**src/rtl/riscv_pkg.sv**
```systemverilog
// Shared RISC-V integer register-file constants: index width and default writer-tag width.
// Pure constants, no logic; no handshake.
package riscv_pkg;
    localparam int REG_IDX_W     = 5;
    localparam int NUM_REGS      = 1 << REG_IDX_W;
    localparam int TAG_WIDTH_DEF = 3;
endpackage

```
**src/rtl/rf_fwd_mux.sv**
```systemverilog
// Operand source select for one read port: clean entry, else forwarding (SCOREBOARD_FWD_EN) then writeback.
// Purely combinational, zero latency; no backpressure, rd_valid=0 tells the issuer to stall.
module rf_fwd_mux
    import riscv_pkg::*;
#(
    parameter int XLEN      = 32,
    parameter int TAG_WIDTH = TAG_WIDTH_DEF,
    parameter int NUM_FWD   = 2
) (
    input  logic                           rd_en,
    input  logic [REG_IDX_W-1:0]           rd_addr,
    input  logic                           ent_dirty,
    input  logic [TAG_WIDTH-1:0]           ent_tag,
    input  logic [XLEN-1:0]                ent_data,
    input  logic [NUM_FWD-1:0]             fwd_en,
    input  logic [NUM_FWD*REG_IDX_W-1:0]   fwd_addr,
    input  logic [NUM_FWD*TAG_WIDTH-1:0]   fwd_tag,
    input  logic [NUM_FWD*XLEN-1:0]        fwd_data,
    input  logic                           wb_en,
    input  logic [REG_IDX_W-1:0]           wb_addr,
    input  logic [TAG_WIDTH-1:0]           wb_tag,
    input  logic [XLEN-1:0]                wb_data,
    output logic                           rd_valid,
    output logic [XLEN-1:0]                rd_data
);

`ifndef SCOREBOARD_FWD_EN
    logic unused_fwd;
    assign unused_fwd = &{1'b0, fwd_en, fwd_addr, fwd_tag, fwd_data};
`endif

    always_comb begin
        rd_valid = 1'b0;
        rd_data  = '0;
        if (rd_en) begin
            if (!ent_dirty) begin
                rd_valid = 1'b1;
                rd_data  = ent_data;
            end else begin
`ifdef SCOREBOARD_FWD_EN
                // Channel 0 is the youngest producer, so the first hit wins.
                for (int j = 0; j < NUM_FWD; j++) begin
                    if (!rd_valid && fwd_en[j]
                        && fwd_addr[j*REG_IDX_W +: REG_IDX_W] == rd_addr
                        && fwd_tag[j*TAG_WIDTH +: TAG_WIDTH] == ent_tag) begin
                        rd_valid = 1'b1;
                        rd_data  = fwd_data[j*XLEN +: XLEN];
                    end
                end
`endif
                if (!rd_valid && wb_en && wb_addr == rd_addr && wb_tag == ent_tag) begin
                    rd_valid = 1'b1;
                    rd_data  = wb_data;
                end
            end
        end
    end

endmodule

```
**src/rtl/rf_scoreboard.sv**
```systemverilog
// Register file with per-entry pending-writer tags; reads zero latency, updates at the next edge.
// No backpressure: rd_valid=0 means the operand is not yet available. Forwarding gated by SCOREBOARD_FWD_EN.
module rf_scoreboard
    import riscv_pkg::*;
#(
    parameter int XLEN      = 32,
    parameter int TAG_WIDTH = TAG_WIDTH_DEF,
    parameter int NUM_RD    = 2,
    parameter int NUM_FWD   = 2
) (
    input  logic                           clk,
    input  logic                           reset,
    input  logic [NUM_RD-1:0]              rd_en,
    input  logic [NUM_RD*REG_IDX_W-1:0]    rd_addr,
    output logic [NUM_RD*XLEN-1:0]         rd_data,
    output logic [NUM_RD-1:0]              rd_valid,
    input  logic                           iss_en,
    input  logic [REG_IDX_W-1:0]           iss_addr,
    output logic [TAG_WIDTH-1:0]           iss_tag,
    input  logic [NUM_FWD-1:0]             fwd_en,
    input  logic [NUM_FWD*REG_IDX_W-1:0]   fwd_addr,
    input  logic [NUM_FWD*TAG_WIDTH-1:0]   fwd_tag,
    input  logic [NUM_FWD*XLEN-1:0]        fwd_data,
    input  logic                           wb_en,
    input  logic [REG_IDX_W-1:0]           wb_addr,
    input  logic [TAG_WIDTH-1:0]           wb_tag,
    input  logic [XLEN-1:0]                wb_data,
    input  logic                           flush
);

    logic [XLEN-1:0]      data_q [NUM_REGS];
    logic [XLEN-1:0]      data_d [NUM_REGS];
    logic [TAG_WIDTH-1:0] tag_q  [NUM_REGS];
    logic [TAG_WIDTH-1:0] tag_d  [NUM_REGS];
    logic [NUM_REGS-1:0]  dirty_q, dirty_d;
    logic [TAG_WIDTH-1:0] cnt_q, cnt_d;

    assign iss_tag = cnt_q;

    // Entry 0 is never written, so x0 stays clean and reads zero.
    always_comb begin
        data_d  = data_q;
        tag_d   = tag_q;
        dirty_d = dirty_q;
        cnt_d   = cnt_q;
        if (flush) begin
            dirty_d = '0;
        end
        if (wb_en && wb_addr != '0 && wb_tag == tag_q[wb_addr]) begin
            data_d[wb_addr]  = wb_data;
            dirty_d[wb_addr] = 1'b0;
        end
        // Issue is applied last so it overrides both writeback and flush.
        if (iss_en && iss_addr != '0) begin
            dirty_d[iss_addr] = 1'b1;
            tag_d[iss_addr]   = cnt_q;
            cnt_d             = cnt_q + 1'b1;
        end
    end

    always_ff @(posedge clk) begin
        if (reset) begin
            for (int i = 0; i < NUM_REGS; i++) begin
                data_q[i] <= '0;
                tag_q[i]  <= '0;
            end
            dirty_q <= '0;
            cnt_q   <= '0;
        end else begin
            data_q  <= data_d;
            tag_q   <= tag_d;
            dirty_q <= dirty_d;
            cnt_q   <= cnt_d;
        end
    end

    for (genvar p = 0; p < NUM_RD; p++) begin : g_rd
        logic [REG_IDX_W-1:0] addr;
        assign addr = rd_addr[p*REG_IDX_W +: REG_IDX_W];

        rf_fwd_mux #(
            .XLEN      (XLEN),
            .TAG_WIDTH (TAG_WIDTH),
            .NUM_FWD   (NUM_FWD)
        ) u_mux (
            .rd_en     (rd_en[p]),
            .rd_addr   (addr),
            .ent_dirty (dirty_q[addr]),
            .ent_tag   (tag_q[addr]),
            .ent_data  (data_q[addr]),
            .fwd_en    (fwd_en),
            .fwd_addr  (fwd_addr),
            .fwd_tag   (fwd_tag),
            .fwd_data  (fwd_data),
            .wb_en     (wb_en),
            .wb_addr   (wb_addr),
            .wb_tag    (wb_tag),
            .wb_data   (wb_data),
            .rd_valid  (rd_valid[p]),
            .rd_data   (rd_data[p*XLEN +: XLEN])
        );
    end

endmodule

```
**config.mk**
```make
export PLATFORM = sky130hd
export DESIGN_NAME = rf_scoreboard
export DESIGN_NICKNAME = d
export VERILOG_FILES = /design/src/rtl/riscv_pkg.sv /design/src/rtl/rf_fwd_mux.sv /design/src/rtl/rf_scoreboard.sv
export SDC_FILE = /design/constraint.sdc
export NUM_CORES = 2
export LEC_CHECK = 0
export ABC_AREA = 0
export ABC_CLOCK_PERIOD_IN_PS = 4450
export BUFFER_PORTS_ARGS = -buffer_cell sky130_fd_sc_hd__buf_2
export CORE_UTILIZATION = 40
export CTS_CLUSTER_DIAMETER = 30
export DETAILED_ROUTE_END_ITERATION = 16
export GPL_TIMING_DRIVEN = 0
export PLACE_DENSITY = 0.64
export SYNTH_ARGS = -nofsm -noshare
export SYNTH_HDL_FRONTEND = slang
export SYNTH_SLANG_ARGS = --single-unit
```
**constraint.sdc**
```tcl
create_clock -name clk -period 4.45 [get_ports clk]
set_input_delay 0.2225 -clock clk [delete_from_list [all_inputs] [get_ports clk]]
set_output_delay 0.2225 -clock clk [all_outputs]
set_load 0.02 [all_outputs]
```
==> reports/metrics.cfg <==
[cells_and_area]
fillers=13400
fin_util=0.491
layout-drive-gt1-share=0.265
layout_common_cells=dfxtp_1, mux2i_1, nand2_1, mux4_2, clkbuf_1
layout.nets=5832
layout_commonest_cell=dfxtp_1
area_growth_pct=21.7

[placement]
io_buffers=120
dp_slack_ps=-1900
place_hpwl_mm=192
gp_congestion=1.07

[route]
vias=50000
first_pass_iters=8
ant_nets=0
drtIter0Drc=6418
wire_per_inst_um=32.3
drc=0
avgViaCountPerCell=6.32
routed_wl_mm=256

[cts]
cts_max_path_buffers=4
cts_inserted_buffers=278
cts_tree=yes
cts_root_buf=clkbuf_16
clk_pin_slew_ps=40
h-tree-depth=5
clock_sink_count=1155
clk_latency_ps=920

[power_and_ir_drop]
p_leak_uw=0.0326
powerDensity_nw_per_um2=441
peakVddDrop_uv=401

[outcome]
status=complete, but fails checks
violations=negative setup slack

[floorplanning]
die_h_um=393
start_util=0.403
dieArea_sq_um=155000
row_count=143
core_area_sq_um=152000
ioPinCount=213
die_x_um=393

[flow_run]
cap_violations=0

[global_routing]
grt_usage=0.328
grt_max_degree=17
first_global_vias=49100
grt_pass1_wl_mm=356
antenna_found_initial=16
overflow=0

[synthesis]
ys_seq_elements=1155
syn_nets=5393
synth_area_per_cell_sq_um=11.7
ys_warn_count=0
async_flop_share=0
netlist_instances=5248
synth.distinct_cells=45
syn_area_sq_um=61200
synth-edff-count=0
yosys_most_used_dff=dfxtp_1
ys_seq_area_frac=0.378

[timing]
relSlewSlack=0.0924
finalClockSkew_ps=89.0
setup_ws_ps=-295
setup_viol=28
fin_crit_sh=1.07
hold_violations=0
period_needed_ps=4740
worstMarginPinSlew_ps=1360
slew_viol_final=0
max_freq_mhz=211

[hold_path]
hp-start=iss_addr[4]
min_to=iss_tag[1]$_SDFFE_PP0P_
hp-class=input pin to register
hold_depth=4

[critical_path]
crit_fanout=10
cp.arrival_ps=4520
r2r-start=tag_q[40]$_SDFFE_PP0P_
end_kind=output port
required_ps=4230
r2r_cells=9
worstSetupStartpointType=input pin
r2r_slack_ps=300
regToRegEndpoint=data_q[951]$_SDFFE_PP0P_
path_class=input pin to output port

logic make-up after synthesis:
kind of cell             after synthesis  synth area share
AO/OA/AOI/OAI                        225            0.0251
XOR/XNOR                              17           0.00243
adder cells (fa/ha/maj)                1          0.000204
buffers and inverters                593            0.0491
flip-flops                          1155             0.378
multiplexers                        1853             0.447
AND/OR/NAND/NOR                     1404            0.0983
cells in the mapped netlist (15+ instances only):
library cell / number / area share
buf_1: 45 / 0.0028
o2bb2ai_1: 80 / 0.011
nor2_1: 52 / 0.0032
dfxtp_1: 1155 / 0.38
buf_6: 94 / 0.017
a21oi_1: 67 / 0.0055
mux4_2: 707 / 0.26
o21ai_0: 18 / 0.0015
nand2_1: 1114 / 0.068
o22ai_1: 42 / 0.0043
nand3b_1: 15 / 0.0018
mux2i_1: 1146 / 0.19
nor3b_1: 31 / 0.0038
nor2b_1: 44 / 0.0045
nand3_1: 57 / 0.0047
clkbuf_1: 397 / 0.024
buf_2: 50 / 0.0041
or4_1: 23 / 0.0028
nor4_1: 15 / 0.0015
per-layer routing:
| metal | vias up | global-route usage | wire length [um] |
|---|---|---|---|
| met5 | - | 0.00447 | 348 |
| met4 | 14 | 0.243 | 21300 |
| met3 | 934 | 0.101 | 29600 |
| met2 | 3440 | 0.477 | 110000 |
| met1 | 25300 | 0.408 | 95200 |
| li1 | 20400 | - | - |
timing repair:
action / 4_1_cts / 5_1_grt
cloned: 0 / 0
gates resized for setup: 160 / 53
hold endpoints to repair: 47 / 0
endpoints found under the setup margin: 66 / 49
hold buffers: 36 / 0
buffers inserted: 0 / 1
pin swaps: 1 / 1
through the flow:
| stage | std cells | setup TNS [ps] | hold WS, ps | instance area (sq um) | total power [uW] |
|---|---|---|---|---|---|
| 6_report | 7918 | -2810 | 67.6 | 74500 | 32800 |
| 5_1_grt | 7910 | -52.2 | 82.3 | 74500 | 33400 |
| 4_1_cts | 7905 | 0 | 11.9 | 74400 | 32800 |
| 3_5_place_dp | 7400 | -136020 | 459 | 64400 | 12400 |
| 3_3_place_gp | 7398 | -164720 | 451 | 64400 | 12400 |
| 2_1_floorplan | 5248 | 0 | 426 | 61200 | 11600 |
worst max path at each step:
stage | start | end | slack (ps)
after detailed placement | rd_addr[6] | rd_data[59] | -1900
after global placement | rd_addr[0] | rd_data[21] | -2410
final | rd_addr[9] | rd_data[58] | -290
after global routing | rd_addr[5] | rd_data[58] | -50
after floorplan | rd_addr[1] | rd_data[0] | 990
after CTS | rd_addr[0] | rd_data[2] | 5
report_power, final:
part	internal (uW)	switching, uW	total, uW
clock	14200	6310	20500
combinational	513	1430	1940
sequential	10400	16.7	10400
total	25100	7750	32800
layout make-up:
| class | instances | area [sq um] | area share |
|---|---|---|---|
| Antenna cell | 12 | 30.0 | 0.000403 |
| Buffer | 590 | 3320 | 0.0445 |
| Clock buffer | 360 | 7780 | 0.104 |
| Clock inverter | 109 | 1550 | 0.0208 |
| Inverter | 3 | 11.3 | 0.000151 |
| Multi-Input combinational cell | 3500 | 35200 | 0.472 |
| Sequential cell | 1155 | 23100 | 0.310 |
| Tap cell | 2030 | 2540 | 0.0341 |
| Timing Repair Buffer | 159 | 996 | 0.0134 |
critical path: stages:
cell       delay [ps]
buf_2             250
clkbuf_1          750
clkbuf_2          810
clkbuf_1         1040
mux4_2            470
mux2i_1            90
o2bb2ai_1         560
buf_2             280
sequential cells by signal (all words and copies together) (netlist names):
register	count
data_q	1024
dirty_q	32
iss_tag	3
tag_q	96
Power figures use the tool's default switching activity.
